## src/rtl/stack_controller_pkg.sv

```systemverilog
// ---------------------------------------------------------------------------
// stack_pkg
//   Shared definitions for the stack-machine control FSM: field widths,
//   opcode encodings (IR[7:5]), ALU operation selects and the controller
//   state enumeration.
//   Ports: none (package only).
// ---------------------------------------------------------------------------
package stack_pkg;

  localparam int INST_W  = 3;
  localparam int ALUOP_W = 2;

  // Opcode encodings as they appear in IR[7:5]
  localparam logic [INST_W-1:0] OP_ADD  = 3'b000;
  localparam logic [INST_W-1:0] OP_SUB  = 3'b001;
  localparam logic [INST_W-1:0] OP_AND  = 3'b010;
  localparam logic [INST_W-1:0] OP_NOT  = 3'b011;
  localparam logic [INST_W-1:0] OP_PUSH = 3'b100;
  localparam logic [INST_W-1:0] OP_POP  = 3'b101;
  localparam logic [INST_W-1:0] OP_JMP  = 3'b110;
  localparam logic [INST_W-1:0] OP_JZ   = 3'b111;

  // ALU operation selects; ALU opcodes carry these in their low two bits
  localparam logic [ALUOP_W-1:0] ALU_ADD = 2'b00;
  localparam logic [ALUOP_W-1:0] ALU_SUB = 2'b01;
  localparam logic [ALUOP_W-1:0] ALU_AND = 2'b10;
  localparam logic [ALUOP_W-1:0] ALU_NOT = 2'b11;

  // Controller states; encodings 11..15 are illegal and recover to FETCH
  typedef enum logic [3:0] {
    S_FETCH  = 4'd0,
    S_DECODE = 4'd1,
    S_POPA   = 4'd2,
    S_POPB   = 4'd3,
    S_EXEC   = 4'd4,
    S_PUSHR  = 4'd5,
    S_MEMRD  = 4'd6,
    S_PUSHM  = 4'd7,
    S_MEMWR  = 4'd8,
    S_JUMP   = 4'd9,
    S_JZCHK  = 4'd10
  } ctrl_state_t;

endpackage

```

## src/rtl/stack_controller_if.sv

```systemverilog
// ---------------------------------------------------------------------------
// stack_controller_if
//   Bundle between the control FSM and the 8-bit stack-machine datapath.
//   Datapath -> controller: inst (IR[7:5]), zero (A == 0).
//   Controller -> datapath: ld_IR, PCorIR, push, pop, MEMorALU, ldA, ldB,
//   PCup, PCwrite, J, JZ, write_enable, ALUop.
//   Modports: master = controller side, slave = datapath side.
// ---------------------------------------------------------------------------
interface stack_controller_if;
  import stack_pkg::*;

  logic [INST_W-1:0]  inst;
  logic               zero;
  logic               ld_IR;
  logic               PCorIR;
  logic               push;
  logic               pop;
  logic               MEMorALU;
  logic               ldA;
  logic               ldB;
  logic               PCup;
  logic               PCwrite;
  logic               J;
  logic               JZ;
  logic               write_enable;
  logic [ALUOP_W-1:0] ALUop;

  modport master (
    input  inst, zero,
    output ld_IR, PCorIR, push, pop, MEMorALU, ldA, ldB,
           PCup, PCwrite, J, JZ, write_enable, ALUop
  );

  modport slave (
    output inst, zero,
    input  ld_IR, PCorIR, push, pop, MEMorALU, ldA, ldB,
           PCup, PCwrite, J, JZ, write_enable, ALUop
  );

endinterface

```

## src/rtl/stack_controller.sv

```systemverilog
// ---------------------------------------------------------------------------
// stack_controller
//   Multi-cycle control FSM for the 8-bit stack-machine datapath. Each
//   instruction walks a fixed state sequence starting at FETCH; strobes are
//   Moore-decoded from the state (PCwrite in JZCHK follows zero).
//   Ports:
//     clk  - state register clock (posedge); datapath captures on negedge
//     rst  - synchronous active-high reset; forces all strobes low, state FETCH
//     bus  - stack_controller_if.master: inst/zero in, control strobes out
// ---------------------------------------------------------------------------
module stack_controller (
  input  logic                      clk,
  input  logic                      rst,
  stack_controller_if.master        bus
);
  import stack_pkg::*;

  ctrl_state_t         state_q, state_d;
  logic [INST_W-1:0]   opcode_q, opcode_d;

  // State and opcode registers. The opcode is captured while IR is known to
  // be stable (DECODE) so EXEC can pick its ALU operation without relying on
  // the inst port later in the sequence.
  always_ff @(posedge clk) begin
    if (rst) begin
      state_q  <= S_FETCH;
      opcode_q <= '0;
    end else begin
      state_q  <= state_d;
      opcode_q <= opcode_d;
    end
  end

  // Next-state logic. inst only steers the sequence in DECODE and POPA.
  always_comb begin
    state_d  = S_FETCH;
    opcode_d = opcode_q;
    case (state_q)
      S_FETCH:  state_d = S_DECODE;
      S_DECODE: begin
        opcode_d = bus.inst;
        case (bus.inst)
          OP_PUSH: state_d = S_MEMRD;
          OP_JMP:  state_d = S_JUMP;
          default: state_d = S_POPA;
        endcase
      end
      S_POPA: begin
        case (bus.inst)
          OP_ADD, OP_SUB, OP_AND: state_d = S_POPB;
          OP_NOT:                 state_d = S_EXEC;
          OP_POP:                 state_d = S_MEMWR;
          OP_JZ:                  state_d = S_JZCHK;
          default:                state_d = S_FETCH;
        endcase
      end
      S_POPB:  state_d = S_EXEC;
      S_EXEC:  state_d = S_PUSHR;
      S_PUSHR: state_d = S_FETCH;
      S_MEMRD: state_d = S_PUSHM;
      S_PUSHM: state_d = S_FETCH;
      S_MEMWR: state_d = S_FETCH;
      S_JUMP:  state_d = S_FETCH;
      S_JZCHK: state_d = S_FETCH;
      default: state_d = S_FETCH;
    endcase
  end

  // Output decode. Everything defaults low; reset masks all strobes so the
  // datapath sees no activity in a cycle where the sequence is abandoned.
  always_comb begin
    bus.ld_IR        = 1'b0;
    bus.PCorIR       = 1'b0;
    bus.push         = 1'b0;
    bus.pop          = 1'b0;
    bus.MEMorALU     = 1'b0;
    bus.ldA          = 1'b0;
    bus.ldB          = 1'b0;
    bus.PCup         = 1'b0;
    bus.PCwrite      = 1'b0;
    bus.J            = 1'b0;
    bus.JZ           = 1'b0;
    bus.write_enable = 1'b0;
    bus.ALUop        = ALU_ADD;
    if (!rst) begin
      case (state_q)
        S_FETCH: begin
          bus.ld_IR = 1'b1;
          bus.PCup  = 1'b1;
        end
        S_DECODE: bus.PCwrite = 1'b1;
        S_POPA: begin
          bus.ldA = 1'b1;
          bus.pop = 1'b1;
        end
        S_POPB: begin
          bus.ldB = 1'b1;
          bus.pop = 1'b1;
        end
        S_EXEC:  bus.ALUop = opcode_q[ALUOP_W-1:0];
        S_PUSHR: begin
          bus.MEMorALU = 1'b1;
          bus.push     = 1'b1;
        end
        S_MEMRD: bus.PCorIR = 1'b1;
        S_PUSHM: bus.push   = 1'b1;
        S_MEMWR: begin
          bus.PCorIR       = 1'b1;
          bus.write_enable = 1'b1;
        end
        S_JUMP: begin
          bus.J       = 1'b1;
          bus.PCwrite = 1'b1;
        end
        S_JZCHK: begin
          bus.JZ      = 1'b1;
          bus.PCwrite = bus.zero;
        end
        default: ;
      endcase
    end
  end

endmodule

```

## src/flat_wrapper.sv

```systemverilog
// flat-port wrapper written by rule: the top's interface ports become plain ports
module stack_controller_flat import stack_pkg::*;
  (clk, rst, bus_inst, bus_zero, bus_ld_IR, bus_PCorIR, bus_push, bus_pop, bus_MEMorALU, bus_ldA, bus_ldB, bus_PCup, bus_PCwrite, bus_J, bus_JZ, bus_write_enable, bus_ALUop);
  stack_controller_if bus_i ();
  input  logic clk;
  input  logic rst;
  input wire logic [$bits(bus_i.inst)-1:0] bus_inst;
  input wire logic [$bits(bus_i.zero)-1:0] bus_zero;
  output wire logic [$bits(bus_i.ld_IR)-1:0] bus_ld_IR;
  output wire logic [$bits(bus_i.PCorIR)-1:0] bus_PCorIR;
  output wire logic [$bits(bus_i.push)-1:0] bus_push;
  output wire logic [$bits(bus_i.pop)-1:0] bus_pop;
  output wire logic [$bits(bus_i.MEMorALU)-1:0] bus_MEMorALU;
  output wire logic [$bits(bus_i.ldA)-1:0] bus_ldA;
  output wire logic [$bits(bus_i.ldB)-1:0] bus_ldB;
  output wire logic [$bits(bus_i.PCup)-1:0] bus_PCup;
  output wire logic [$bits(bus_i.PCwrite)-1:0] bus_PCwrite;
  output wire logic [$bits(bus_i.J)-1:0] bus_J;
  output wire logic [$bits(bus_i.JZ)-1:0] bus_JZ;
  output wire logic [$bits(bus_i.write_enable)-1:0] bus_write_enable;
  output wire logic [$bits(bus_i.ALUop)-1:0] bus_ALUop;
  assign bus_i.inst = bus_inst;
  assign bus_i.zero = bus_zero;
  assign bus_ld_IR = bus_i.ld_IR;
  assign bus_PCorIR = bus_i.PCorIR;
  assign bus_push = bus_i.push;
  assign bus_pop = bus_i.pop;
  assign bus_MEMorALU = bus_i.MEMorALU;
  assign bus_ldA = bus_i.ldA;
  assign bus_ldB = bus_i.ldB;
  assign bus_PCup = bus_i.PCup;
  assign bus_PCwrite = bus_i.PCwrite;
  assign bus_J = bus_i.J;
  assign bus_JZ = bus_i.JZ;
  assign bus_write_enable = bus_i.write_enable;
  assign bus_ALUop = bus_i.ALUop;
  stack_controller u_core (.clk(clk), .rst(rst), .bus(bus_i));
endmodule
```

## config.mk

```make
export PLATFORM = sky130hd
export DESIGN_NAME = stack_controller_flat
export DESIGN_NICKNAME = d
export VERILOG_FILES = /design/src/rtl/stack_controller_pkg.sv /design/src/rtl/stack_controller_if.sv /design/src/rtl/stack_controller.sv /design/src/flat_wrapper.sv
export SDC_FILE = /design/constraint.sdc
export NUM_CORES = 1
export LEC_CHECK = 0
export CAP_MARGIN = 20
export CORE_AREA = 2 2 39 41
export DETAILED_ROUTE_END_ITERATION = 10
export DIE_AREA = 0 0 41 43
export GPL_ROUTABILITY_DRIVEN = 0
export PLACE_DENSITY = 0.71
export REMOVE_ABC_BUFFERS = 1
export SYNTH_ARGS = -nofsm -noshare
export SYNTH_HDL_FRONTEND = slang
export SYNTH_SLANG_ARGS = --single-unit
```

## constraint.sdc

```tcl
create_clock -name clk -period 1.47 [get_ports clk]
set_input_delay 0.147 -clock clk [delete_from_list [all_inputs] [get_ports clk]]
set_output_delay 0.147 -clock clk [all_outputs]
set_load 0.02 [all_outputs]
```

==> metrics.yaml <==
status:
  status: "finished clean"
clocking:
  cts-root-buf: "clkbuf_4"
  clkLatencyLatePin_ns: 0.24
  cts_buffers: 3
  htree_levels: 1
  clk_pin_slew_worst_paths_ns: 0.04
  cts_tree: "done"
  clock_path_buffers: 2
  clock-sinks: 6
finish:
  area_growth_syn_to_layout_pct: 77.23
  fin_nets: 110
  regArea_um2: 135.1
  fill_cells: 113
  multiInputGateArea_um2: 412.9
  diodes: 0
  layout-drive-gt1-share_pct: 54.90
  final_cells: 118
die:
  coreArea_um2: 1384
  num_rows: 14
  start_util_pct: 36.53
  ioPinCount: 20
  fp.dieH_um: 43
  die_w_um: 41
  dieArea_um2: 1763
global_route:
  grt_usage_pct: 20.70
  grt_antenna_before_repair: 0
  grt_pass1_vias: 605
  grt_max_degree: 10
  grt_pass1_wl_um: 2463
  overflow: 0
setup_path:
  required_ns: 1.63
  cp-start-kind: "flop"
  worst-setup-path-type: "flop to flop"
  rrSetupSlack_ns: 0.01
  cp_cell_sequence: "buf_6 > nand2b_4 > buf_6 > or4_4 > a31oi_1"
  r2r_cells: 5
  r2r_start: "u_core.state_q[1]"
  timing.rr.end: "u_core.state_q[0]"
  path_delay_family: "simple AND/OR/NAND/NOR gates"
  critPathSlowestCell: "or4_4"
  cp_num_buf_inv: 2
  cp_max_fo: 8
  arrival_ns: 1.61
  crit_path_max_incr_delay_ns: 0.49
  crit_top_cell: "buf_6"
  endpoint_kind: "flop"
synthesis:
  synthFlopType: "dfxtp_1"
  syn_inst: 65
  ys_types: 31
  syn_avg_cell_area_um2: 7.777
  ys_ff_latch: 6
  synth_warnings: 0
  synth_seq_area_share_pct: 23.76
  synth-edff-count: 0
  async_reset_ff_share_pct: 0
  netlist_area_um2: 505.5
power:
  power_w: 0.001420
  p_leak_nw: 0.4228
  comb_power_share_pct: 65.2
  clockPowerShare_pct: 10.2
  switching_share_pct: 39.50
  power_density_nw_per_um2: 1585
  power.switching_w: 0.0005609
  p_seq_share_pct: 24.7
  ir_drop_uv: 697.4
  p_int_w: 0.0008592
timing:
  post-route-period-util_pct: 99.01
  fin_setup_tns_ns: 0
  slew-limit-headroom_pct: 74.26
  finClkSkew_ns: 0.002035
  fmax_mhz: 687.1
  whs_ns: 0.4888
  setup_viol: 0
  layout_setup_ws_ns: 0.01456
  hold_violations: 0
  drv_slew: 0
  max_slew.worst_pin.slew_ns: 0.3861
  min_period_ns: 1.455
  rsz0062_at_grt: "yes"
place:
  hpwl_um: 1141
  post-place-ws_ns: -0.4662
  io_buffers: 19
  dp_cells: 113
worst_hold_path:
  hold_path.startpoint: "u_core.opcode_q[1]"
  holdPathStages: 2
  hold_class: "flop to flop"
  hold_path_end: "u_core.opcode_q[1]"
routing:
  route.detailed.drc: 0
  firstDrtPassIters: 4
  viasPerCell: 5.314
  routed_wl_um: 1716
  drtIter0Drc: 15
  via_count: 627
  antenna_left: 0
  wl_per_cell_um: 14.54
flow_run:
  maxCapViolations: 0
-- layout make-up --
cell class                      instances  area share [%]
Clock buffer                            3           2.514
Sequential cell                         6           15.08
Multi-Input combinational cell         53           46.09
Timing Repair Buffer                   40           34.08
Tap cell                               16           2.235
-- stage by stage --
step	area, um2	utilization (%)
2_1_floorplan	467.9	-
3_3_place_gp	820.8	59.31
3_5_place_dp	820.8	59.31
4_1_cts	837.1	60.49
5_1_grt	895.9	64.74
6_report	895.9	64.74
-- layout by cell type, fill, tap and decap left out, drive strengths merged --
| cell type | instances |
|---|---|
| or3b | 1 |
| nor2 | 8 |
| and3 | 5 |
| nand3b | 1 |
| clkbuf | 4 |
| nor4b | 3 |
| mux2i | 2 |
| and2 | 1 |
| nor3 | 5 |
| nor3b | 1 |
| and2b | 1 |
| buf | 34 |
| or3 | 1 |
| dfxtp | 6 |
| or4 | 1 |
| nand2b | 2 |
| nand2 | 4 |
| clkdlybuf4s50 | 4 |
| nor2b | 4 |
| xnor2 | 1 |
| a211o | 1 |
| a22oi | 1 |
| nand3 | 1 |
| a31oi | 2 |
| a21oi | 5 |
| o21ai | 1 |
| dlygate4sd2 | 1 |
| nand4 | 1 |
-- logic make-up after synthesis --
group,synth area share (%)
AOI/OAI and AO/OA,11.63
xor gates and xnor gates,1.733
buffers and inverters,7.425
DFF,23.76
muxes,3.961
and+or+nand+nor,51.49
-- timing repair --
item / in CTS / in global routing
hold buffers: 0 / 0
resized for setup: 64 / 30
buffers inserted: 0 / 2
setup endpoints to repair: 16 / 13
-- worst min-delay path, stage by stage, from the launching register on --
cell	delay (ns)
dfxtp_1	0.31
mux2i_1	0.06
nor2_1	0.08
-- power groups by stage --
stage          clock, W  combinational (W)  sequential, W
2_1_floorplan         0           0.000377       0.000318
3_3_place_gp          0           0.000788       0.000306
3_5_place_dp          0           0.000796       0.000306
4_1_cts        0.000156           0.000781       0.000323
5_1_grt        0.000166           0.000985       0.000355
6_report       0.000144           0.000926       0.000350
-- how the worst max path moves through the flow --
stage / startpoint / to / slack [ns] / cells after the start
after CTS: u_core.state_q[0] / bus_ldA / -0.07 / 3
after global placement: rst / bus_PCup / -0.43 / 3
after detailed placement: rst / bus_ALUop[0] / -0.47 / 5
after floorplan: u_core.state_q[0] / bus_PCup / -0.56 / 2
final: u_core.state_q[1] / u_core.state_q[0] / 0.01 / 5
after global routing: u_core.state_q[1] / bus_PCorIR / -0.03 / 5
-- metal layers --
layer	GRT usage (%)	wire length (um)	part of all wire (%)	up-vias
met5	0	0	0	-
met4	11.33	8	0.47	0
met3	3.141	81	4.7	2
met2	33.44	876	51	18
met1	24.52	750	44	297
li1	-	-	-	310
-- flip-flops by register name, summed over array words and instances (netlist names) --
name,count
u_core.opcode_q,2
u_core.state_q,4
-- synthesized netlist by cell type, drive strengths merged, types with 2 or more instances --
library cell  number  area [um2]
a21oi              5       25.02
a31oi              2       12.51
and3               5       31.28
buf                5       33.78
dfxtp              6       120.1
mux2i              2       20.02
nand2              4       15.01
nand2b             2       20.02
nor2               8       30.03
nor2b              4       25.02
nor3               5       25.02
nor4b              3       47.54
(Power assumes the default switching activity.)
